**src/rtl/mem_arbiter_if.sv**
```systemverilog
// rtl/mem_arbiter_if.sv - requester/memory bus bundle for mem_arbiter
// Signal suffixes are relative to the arbiter: _i driven by master, _o driven by the arbiter.
interface mem_arbiter_if #(
  parameter int ADDR_W = 20,
  parameter int LINE_W = 128
);
  logic              ic_rqst_i;
  logic [ADDR_W-1:0] ic_addr_i;
  logic              dc_rqst_i;
  logic              dc_we_i;
  logic [ADDR_W-1:0] dc_addr_i;
  logic [LINE_W-1:0] dc_wdata_i;
  logic              mem_rqst_o;
  logic              mem_we_o;
  logic [ADDR_W-1:0] mem_addr_o;
  logic [LINE_W-1:0] mem_wdata_o;
  logic              mem_ready_i;
  logic [LINE_W-1:0] mem_rdata_i;
  logic              ic_ready_o;
  logic              dc_ready_o;
  logic [ADDR_W-1:0] resp_addr_o;
  logic [LINE_W-1:0] resp_data_o;
  logic              busy_o;

  modport slave (
    input  ic_rqst_i, ic_addr_i, dc_rqst_i, dc_we_i, dc_addr_i, dc_wdata_i,
           mem_ready_i, mem_rdata_i,
    output mem_rqst_o, mem_we_o, mem_addr_o, mem_wdata_o,
           ic_ready_o, dc_ready_o, resp_addr_o, resp_data_o, busy_o
  );

  modport master (
    output ic_rqst_i, ic_addr_i, dc_rqst_i, dc_we_i, dc_addr_i, dc_wdata_i,
           mem_ready_i, mem_rdata_i,
    input  mem_rqst_o, mem_we_o, mem_addr_o, mem_wdata_o,
           ic_ready_o, dc_ready_o, resp_addr_o, resp_data_o, busy_o
  );
endinterface

```
**src/rtl/mem_arbiter.sv**
```systemverilog
// rtl/mem_arbiter.sv - icache/dcache line arbiter in front of a single memory port
// ARB_ROUND_ROBIN_EN: alternate grants on contention; undefined gives fixed dcache-first priority.
module mem_arbiter #(
  parameter int ADDR_W = 20,
  parameter int LINE_W = 128
) (
  input logic          clk_i,
  input logic          rst_i,
  mem_arbiter_if.slave bus
);

  typedef enum logic [1:0] {IDLE, BUSY, RESP} state_e;

  state_e            state_q, state_d;
  logic              ic_pend_q, ic_pend_d;
  logic [ADDR_W-1:0] ic_addr_q, ic_addr_d;
  logic              dc_pend_q, dc_pend_d;
  logic              dc_we_q, dc_we_d;
  logic [ADDR_W-1:0] dc_addr_q, dc_addr_d;
  logic [LINE_W-1:0] dc_wdata_q, dc_wdata_d;
  logic              grant_dc_q, grant_dc_d;
  logic [ADDR_W-1:0] resp_addr_q, resp_addr_d;
  logic [LINE_W-1:0] resp_data_q, resp_data_d;
`ifdef ARB_ROUND_ROBIN_EN
  logic              last_dc_q, last_dc_d;
`endif

  logic              pick_dc;
  logic              ic_take;
  logic              dc_take;
  logic [ADDR_W-1:0] cur_addr;
  logic              cur_we;

`ifdef ARB_ROUND_ROBIN_EN
  assign pick_dc = dc_pend_q && (!ic_pend_q || !last_dc_q);
`else
  assign pick_dc = dc_pend_q;
`endif

  // The requester being answered this cycle may re-request; its pending bit is about to clear.
  assign ic_take  = bus.ic_rqst_i && (!ic_pend_q || (state_q == RESP && !grant_dc_q));
  assign dc_take  = bus.dc_rqst_i && (!dc_pend_q || (state_q == RESP && grant_dc_q));
  assign cur_addr = grant_dc_q ? dc_addr_q : ic_addr_q;
  assign cur_we   = grant_dc_q && dc_we_q;

  always_comb begin
    state_d     = state_q;
    ic_pend_d   = ic_pend_q;
    ic_addr_d   = ic_addr_q;
    dc_pend_d   = dc_pend_q;
    dc_we_d     = dc_we_q;
    dc_addr_d   = dc_addr_q;
    dc_wdata_d  = dc_wdata_q;
    grant_dc_d  = grant_dc_q;
    resp_addr_d = resp_addr_q;
    resp_data_d = resp_data_q;
`ifdef ARB_ROUND_ROBIN_EN
    last_dc_d   = last_dc_q;
`endif
    case (state_q)
      IDLE: begin
        if (ic_pend_q || dc_pend_q) begin
          state_d    = BUSY;
          grant_dc_d = pick_dc;
`ifdef ARB_ROUND_ROBIN_EN
          last_dc_d  = pick_dc;
`endif
        end
      end
      BUSY: begin
        if (bus.mem_ready_i) begin
          state_d     = RESP;
          resp_addr_d = cur_addr;
          if (!cur_we) resp_data_d = bus.mem_rdata_i;
        end
      end
      RESP: begin
        state_d = IDLE;
        if (grant_dc_q) dc_pend_d = 1'b0;
        else            ic_pend_d = 1'b0;
      end
      default: state_d = IDLE;
    endcase
    // Captures come after the clear so a re-request in RESP survives.
    if (ic_take) begin
      ic_pend_d = 1'b1;
      ic_addr_d = bus.ic_addr_i;
    end
    if (dc_take) begin
      dc_pend_d  = 1'b1;
      dc_we_d    = bus.dc_we_i;
      dc_addr_d  = bus.dc_addr_i;
      dc_wdata_d = bus.dc_wdata_i;
    end
  end

  always_ff @(posedge clk_i) begin
    if (rst_i) begin
      state_q     <= IDLE;
      ic_pend_q   <= 1'b0;
      ic_addr_q   <= '0;
      dc_pend_q   <= 1'b0;
      dc_we_q     <= 1'b0;
      dc_addr_q   <= '0;
      dc_wdata_q  <= '0;
      grant_dc_q  <= 1'b0;
      resp_addr_q <= '0;
      resp_data_q <= '0;
`ifdef ARB_ROUND_ROBIN_EN
      last_dc_q   <= 1'b1;
`endif
    end else begin
      state_q     <= state_d;
      ic_pend_q   <= ic_pend_d;
      ic_addr_q   <= ic_addr_d;
      dc_pend_q   <= dc_pend_d;
      dc_we_q     <= dc_we_d;
      dc_addr_q   <= dc_addr_d;
      dc_wdata_q  <= dc_wdata_d;
      grant_dc_q  <= grant_dc_d;
      resp_addr_q <= resp_addr_d;
      resp_data_q <= resp_data_d;
`ifdef ARB_ROUND_ROBIN_EN
      last_dc_q   <= last_dc_d;
`endif
    end
  end

  assign bus.mem_rqst_o  = (state_q == BUSY);
  assign bus.mem_we_o    = (state_q == BUSY) && cur_we;
  assign bus.mem_addr_o  = (state_q == BUSY) ? cur_addr : '0;
  assign bus.mem_wdata_o = ((state_q == BUSY) && grant_dc_q) ? dc_wdata_q : '0;
  assign bus.ic_ready_o  = (state_q == RESP) && !grant_dc_q;
  assign bus.dc_ready_o  = (state_q == RESP) && grant_dc_q;
  assign bus.resp_addr_o = resp_addr_q;
  assign bus.resp_data_o = resp_data_q;
  assign bus.busy_o      = (state_q != IDLE);

endmodule

```
**src/flat_wrapper.sv**
```systemverilog
// flat-port wrapper written by rule: the top's interface ports become plain ports
module mem_arbiter_flat 
#(
  parameter int ADDR_W = 20,
  parameter int LINE_W = 128
)
  (clk_i, rst_i, bus_ic_rqst_i, bus_ic_addr_i, bus_dc_rqst_i, bus_dc_we_i, bus_dc_addr_i, bus_dc_wdata_i, bus_mem_ready_i, bus_mem_rdata_i, bus_mem_rqst_o, bus_mem_we_o, bus_mem_addr_o, bus_mem_wdata_o, bus_ic_ready_o, bus_dc_ready_o, bus_resp_addr_o, bus_resp_data_o, bus_busy_o);
  mem_arbiter_if #(.ADDR_W(ADDR_W), .LINE_W(LINE_W)) bus_i ();
  input logic clk_i;
  input logic rst_i;
  input wire logic [$bits(bus_i.ic_rqst_i)-1:0] bus_ic_rqst_i;
  input wire logic [$bits(bus_i.ic_addr_i)-1:0] bus_ic_addr_i;
  input wire logic [$bits(bus_i.dc_rqst_i)-1:0] bus_dc_rqst_i;
  input wire logic [$bits(bus_i.dc_we_i)-1:0] bus_dc_we_i;
  input wire logic [$bits(bus_i.dc_addr_i)-1:0] bus_dc_addr_i;
  input wire logic [$bits(bus_i.dc_wdata_i)-1:0] bus_dc_wdata_i;
  input wire logic [$bits(bus_i.mem_ready_i)-1:0] bus_mem_ready_i;
  input wire logic [$bits(bus_i.mem_rdata_i)-1:0] bus_mem_rdata_i;
  output wire logic [$bits(bus_i.mem_rqst_o)-1:0] bus_mem_rqst_o;
  output wire logic [$bits(bus_i.mem_we_o)-1:0] bus_mem_we_o;
  output wire logic [$bits(bus_i.mem_addr_o)-1:0] bus_mem_addr_o;
  output wire logic [$bits(bus_i.mem_wdata_o)-1:0] bus_mem_wdata_o;
  output wire logic [$bits(bus_i.ic_ready_o)-1:0] bus_ic_ready_o;
  output wire logic [$bits(bus_i.dc_ready_o)-1:0] bus_dc_ready_o;
  output wire logic [$bits(bus_i.resp_addr_o)-1:0] bus_resp_addr_o;
  output wire logic [$bits(bus_i.resp_data_o)-1:0] bus_resp_data_o;
  output wire logic [$bits(bus_i.busy_o)-1:0] bus_busy_o;
  assign bus_i.ic_rqst_i = bus_ic_rqst_i;
  assign bus_i.ic_addr_i = bus_ic_addr_i;
  assign bus_i.dc_rqst_i = bus_dc_rqst_i;
  assign bus_i.dc_we_i = bus_dc_we_i;
  assign bus_i.dc_addr_i = bus_dc_addr_i;
  assign bus_i.dc_wdata_i = bus_dc_wdata_i;
  assign bus_i.mem_ready_i = bus_mem_ready_i;
  assign bus_i.mem_rdata_i = bus_mem_rdata_i;
  assign bus_mem_rqst_o = bus_i.mem_rqst_o;
  assign bus_mem_we_o = bus_i.mem_we_o;
  assign bus_mem_addr_o = bus_i.mem_addr_o;
  assign bus_mem_wdata_o = bus_i.mem_wdata_o;
  assign bus_ic_ready_o = bus_i.ic_ready_o;
  assign bus_dc_ready_o = bus_i.dc_ready_o;
  assign bus_resp_addr_o = bus_i.resp_addr_o;
  assign bus_resp_data_o = bus_i.resp_data_o;
  assign bus_busy_o = bus_i.busy_o;
  mem_arbiter #(.ADDR_W(ADDR_W), .LINE_W(LINE_W)) u_core (.clk_i(clk_i), .rst_i(rst_i), .bus(bus_i));
endmodule
```
**config.mk**
```make
export PLATFORM = sky130hd
export DESIGN_NAME = mem_arbiter_flat
export DESIGN_NICKNAME = d
export VERILOG_FILES = /design/src/rtl/mem_arbiter_if.sv /design/src/rtl/mem_arbiter.sv /design/src/flat_wrapper.sv
export SDC_FILE = /design/constraint.sdc
export NUM_CORES = 1
export LEC_CHECK = 0
export BUFFER_PORTS_ARGS = -buffer_cell sky130_fd_sc_hd__buf_2
export CAP_MARGIN = 15
export CORE_AREA = 4 4 229 231
export CTS_CLUSTER_SIZE = 20
export DETAILED_ROUTE_END_ITERATION = 6
export DIE_AREA = 0 0 233 235
export HOLD_SLACK_MARGIN = 0.08
export PLACE_DENSITY_LB_ADDON = 0.1
export SLEW_MARGIN = 20
export SYNTH_ARGS = -nofsm -noshare
export SYNTH_HDL_FRONTEND = slang
export SYNTH_SLANG_ARGS = --single-unit
```
**constraint.sdc**
```tcl
create_clock -name clk_i -period 1.8 [get_ports clk_i]
set_input_delay 0.36 -clock clk_i [delete_from_list [all_inputs] [get_ports clk_i]]
set_output_delay 0.36 -clock clk_i [all_outputs]
set_load 0.05 [all_outputs]
```
# [Yosys cells after proc, flatten, opt, wreduce, memory -nomap -nowiden]
# Index checks and enable logic that the tools add are counted.
[totals] inputBits=302 ff_bits=322 output_inout_bits=301
[op_classes] reduce_logical=24 n_bitwise=1 eq_ne=5 mux=12
[ops] op="$mux 128" n=1
[ops] op="$mux 20" n=2
[ops] op="$reduce_and 2->1" n=5
[ops] op="$reduce_bool 2->1" n=4
[ops] op="$logic_and 1x1->1" n=7
[ops] op="$mux 1" n=6
[ops] op="$mux 2" n=2
[ops] op="$ne 2x2->1 const B" n=2
[ops] op="$pmux 2 s2" n=1
[ops] op="$logic_not 1->1" n=3
[ops] op="$logic_or 1x1->1" n=3
[ops] op="$reduce_and 3->1" n=1
[ops] op="$eq 2x1->1 const B" n=1
[ops] op="$eq 2x2->1 const B" n=1
[ops] op="$logic_not 2->1" n=1
[ops] op="$ne 2x1->1 const B" n=1
[ops] op="$not 1->1" n=1

# [Depth between registers and ports, before layout]
[logic_depth] depth_word=6 mapped_depth=7

# [Worst setup path before layout]
# No wires, ideal clock.
[synth_timing] path_kind="register to output" start="reg u_core.state_q[1]" end="out bus_mem_wdata_o[118]" slack_ns=-0.267 t_arrival_ns=1.707 n_path_buf=1 path_stages_with_launch=5 required_time_ns=1.440 cell_sequence="dfxtp_1 > nand2b_1 > inv_2 > clkbuf_1 > and3_1"
[synth_via] elab_chain_cells=3
[synth_lines] element="from (decl)" line_no="mem_arbiter.sv:14" source="state_e state_q, state_d;"
[synth_lines] element="from (signal assigned)" line_no="mem_arbiter.sv:113" source="state_q <= state_d;"
[synth_lines] element="$eq 2x1->1"
[synth_lines] element="net bus_mem_rqst_o" line_no="flat_wrapper.sv:19" source="output wire logic [$bits(bus_i.mem_rqst_o)-1:0] bus_mem_rqst_o;"
[synth_lines] element="$logic_and 1x1->1" line_no="mem_arbiter.sv:132" source="assign bus.mem_wdata_o = ((state_q == BUSY) && grant_dc_q) ? dc_wdata_q : '0;"
[synth_lines] element="$mux 128" line_no="mem_arbiter.sv:132"
[synth_lines] element="to (decl)" line_no="flat_wrapper.sv:22" source="output wire logic [$bits(bus_i.mem_wdata_o)-1:0] bus_mem_wdata_o;"
# The timed path passes the listed nets, and every way through them passes these cells.

# [Worst setup path after layout]
[layout_timing] start="reg u_core.grant_dc_q" end="out bus_mem_wdata_o[116]"
[layout_via] elab_chain_cells=2
[layout_lines] element="from (decl)" line_no="mem_arbiter.sv:21" source="logic grant_dc_q, grant_dc_d;"
[layout_lines] element="from (signal assigned)" line_no="mem_arbiter.sv:120" source="grant_dc_q <= grant_dc_d;"
[layout_lines] element="$logic_and 1x1->1" line_no="mem_arbiter.sv:132"
[layout_lines] element="$mux 128" line_no="mem_arbiter.sv:132"
# Every way passes these cells.

==> impl_metrics.json <==
{
  "status": "finished, violations left",
  "violations": "setup timing",
  "clkSinkCount": 322,
  "numCtsBuffers": 40,
  "fill_cells": 4417,
  "critPathLaunchType": "flop",
  "synth_top_cells_by_area": "dfxtp_1 42%, nand2b_1 24%, mux2i_1 21%",
  "avgViaCountPerCell": 4.55,
  "syn_inst": 1564,
  "end_kind": "primary output",
  "path_max_fanout": 29,
  "grt_pass1_vias": 15454,
  "use_met2_pct": 38.6,
  "vias": 14455,
  "fin_crit_sh_pct": 120,
  "synth-seq-area-share_pct": 42.2,
  "p_clk_share_pct": 40.0,
  "ys_ff_latch": 322,
  "ios": 603,
  "use_met1_pct": 23.2,
  "fin_crit_ps": 2160,
  "clockBufferDepth": 3,
  "gp_congestion": 0.761,
  "synth_edf_count": 0,
  "die_y_um": 235,
  "dieArea_sq_um": 54800,
  "hp-start": "bus_dc_wdata_i[6]",
  "clk_pin_slew_ps": 60,
  "synth_ff_type": "dfxtp_1",
  "nets": 2778,
  "grt_overflow": 0,
  "postRouteAntennaNets": 0,
  "cts_root_buf": "clkbuf_16",
  "syn2layout_area_growth_pct": 76.0,
  "drt_wl_total_um": 64100,
  "multi_input_area_sq_um": 9000,
  "ys_warn_count": 0,
  "synth_fp_nets": 1866,
  "p_per_area_nw_per_um2": 772,
  "switchingPower_uw": 5830,
  "netlist.top_cell.by_area": "dfxtp_1",
  "cp.arrival_ps": 1800,
  "drtIter0Drc": 622,
  "fin_skew_ps": 17.3,
  "port_buffers": 602,
  "cpMaxStageDelayCell": "dfxtp_4",
  "core_sq_um": 50100,
  "dr.pass1.iters": 4,
  "cpLargestDelayFamily": "buffers and inverters",
  "cellInternalPower_uw": 14900,
  "clk_latency_ps": 550,
  "post-route-util_pct": 53.7,
  "finalHoldViolations": 0,
  "leakage_uw": 0.0115,
  "maxSlewViolCount": 0,
  "seqPwrFrac_pct": 37.7,
  "drc": 0,
  "maxCapViolCount": 0,
  "layout-drive-gt1-share_pct": 38.4,
  "fmax_mhz": 464,
  "register_area_sq_um": 6450,
  "die_x_um": 233,
  "syn_area_sq_um": 15300,
  "gr-usage-met3_pct": 6.44,
  "dpl-instance-area_sq_um": 19100,
  "p_comb_share_pct": 22.3,
  "antenna_found_initial": 11,
  "hold_class": "input port to flop",
  "finalInstanceArea_sq_um": 26900,
  "ys_async_sr_fraction_pct": 0,
  "required_ps": 1440,
  "synth_top_cell_area_share_pct": 42.2,
  "initial_utilization_pct": 30.5,
  "slew_headroom_pct": 66.2,
  "hpwl_um": 39400,
  "htree_num_levels": 2,
  "grt_max_degree": 142,
  "worst-setup-path-type": "flop to primary output",
  "crit_start": "u_core.grant_dc_q$_SDFFE_PP0P_",
  "grt_pass1_wl_um": 92500,
  "yosysUniqueCellTypes": 23,
  "setup-tns-final_ps": -45410,
  "grt_busiest_layer": "met2",
  "max_stage_delay_ps": 400,
  "syn_area_per_cell_sq_um": 9.77,
  "track_usage_pct": 21.5,
  "reg2reg_from": "u_core.grant_dc_q$_SDFFE_PP0P_",
  "ir_drop_mv": 0.573,
  "fin_ws_ps": -356,
  "rsz0062_at_grt": "true",
  "critPathBufInv": 3,
  "rows": 82,
  "setup_viol": 151,
  "avgRoutedWirePerCell_um": 20.2,
  "cts_tree": "yes",
  "worstMarginPinSlew_ps": 507,
  "swShare_pct": 28.1,
  "crit_chain": "buf_4 -> clkbuf_16 -> and3_4 -> buf_8"
}
cell usage after synthesis (5+ instances only):
master       n
a21oi_1      5
clkbuf_1    97
nor2_1      23
and3_1     129
o2bb2ai_1   20
buf_4       17
nand2b_1   595
inv_1        5
buf_8       12
mux2i_1    317
buf_2        8
dfxtp_1    322
cell usage in the layout (no fill, tap or decap), types with 4 or more instances in the layout:
cell type,count
mux2i_1,294
buf_2,448
inv_1,4
diode_2,5
clkbuf_8,6
nand2b_1,594
nor2_2,18
mux2i_4,18
clkinv_2,5
buf_4,47
buf_6,48
o2bb2ai_1,20
buf_16,14
a21oi_1,4
nor2_1,4
dfxtp_1,319
bufinv_16,5
dlygate4sd3_1,277
clkbuf_16,56
buf_12,36
buf_8,122
and3_4,121
clkbuf_1,10
mux2i_2,5
and3_1,8
through the flow:
step	setup WS (ps)	total power, uW	std cells	hold slack (ps)
floorplan	-39.0	9970	1564	444
global placement	68.4	11000	2755	442
detailed placement	14.6	11000	2755	449
CTS	-420	20900	3159	80.2
global route	-426	21600	3177	93.3
finish	-356	20800	3179	116
registers in the layout, summed over array words and instances, names as in the netlist:
signal	count
u_core.dc_addr_q	20
u_core.grant_dc_q	1
u_core.dc_pend_q	1
u_core.dc_wdata_q	128
u_core.state_q	2
u_core.dc_we_q	1
u_core.bus.resp_data_o	128
u_core.ic_pend_q	1
u_core.ic_addr_q	20
u_core.bus.resp_addr_o	20
cell families (layout without fill, tap and decap cells):
family,after synthesis,count (layout),share of synthesized area [%]
other,0,5,0
multiplexers,317,317,20.8
buffers and inverters,143,1081,5.03
AND/OR/NAND/NOR,753,753,30.5
flip-flops,322,322,42.2
AO/OA/AOI/OAI,29,29,1.52
worst register-to-register path: stages, from the launching register on:
cell and delay (ps):
dfxtp_4 380, buf_4 150, or3b_4 390, buf_4 150
a21boi_4 230, clkbuf_16 230, mux2i_1 180
final cells by class:
type | instances | share of cell area (%)
Clock inverter | 11 | 0.684
Inverter | 6 | 0.112
Clock buffer | 57 | 4.26
Antenna cell | 5 | 0.0465
Tap cell | 672 | 3.13
Timing Repair Buffer | 1007 | 34.3
Sequential cell | 322 | 24.0
Multi-Input combinational cell | 1099 | 33.5
final timing paths:
check                           slack (ps)  cells after the start                                      to
worst max-delay path                  -360                      4                    bus_mem_wdata_o[116]
worst min-delay path                   120                      3       u_core.dc_wdata_q[6]$_SDFFE_PP0P_
worst max register to register          10                      6       u_core.ic_addr_q[15]$_SDFFE_PP0P_
worst min register to register         460                      1  u_core.bus.resp_addr_o[8]$_SDFFE_PP0P_
metal layers:
metal | share of wire (%) | wire (um)
met5 | 0.12 | 79
met4 | 3.7 | 2380
met3 | 7.1 | 4540
met2 | 52 | 33600
met1 | 37 | 23600
repair_timing:
action                                  in CTS  in global routing
hold buffers                               277                  0
hold endpoints to repair                   277                  0
pin swaps                                   23                 33
gates cloned                                24                 17
endpoints found under the setup margin     152                245
buffers inserted                            35                 14
gates resized for setup                    506                160
power groups by stage:
stage	Combinational (uW)	Clock, uW	Sequential, uW
after floorplan	1590	0	8380
after global placement	3030	0	7940
after detailed placement	3080	0	7940
after CTS	4520	8560	7820
after global routing	4890	8830	7870
final	4620	8310	7840
No activity file was read; power rests on OpenSTA's default activity.
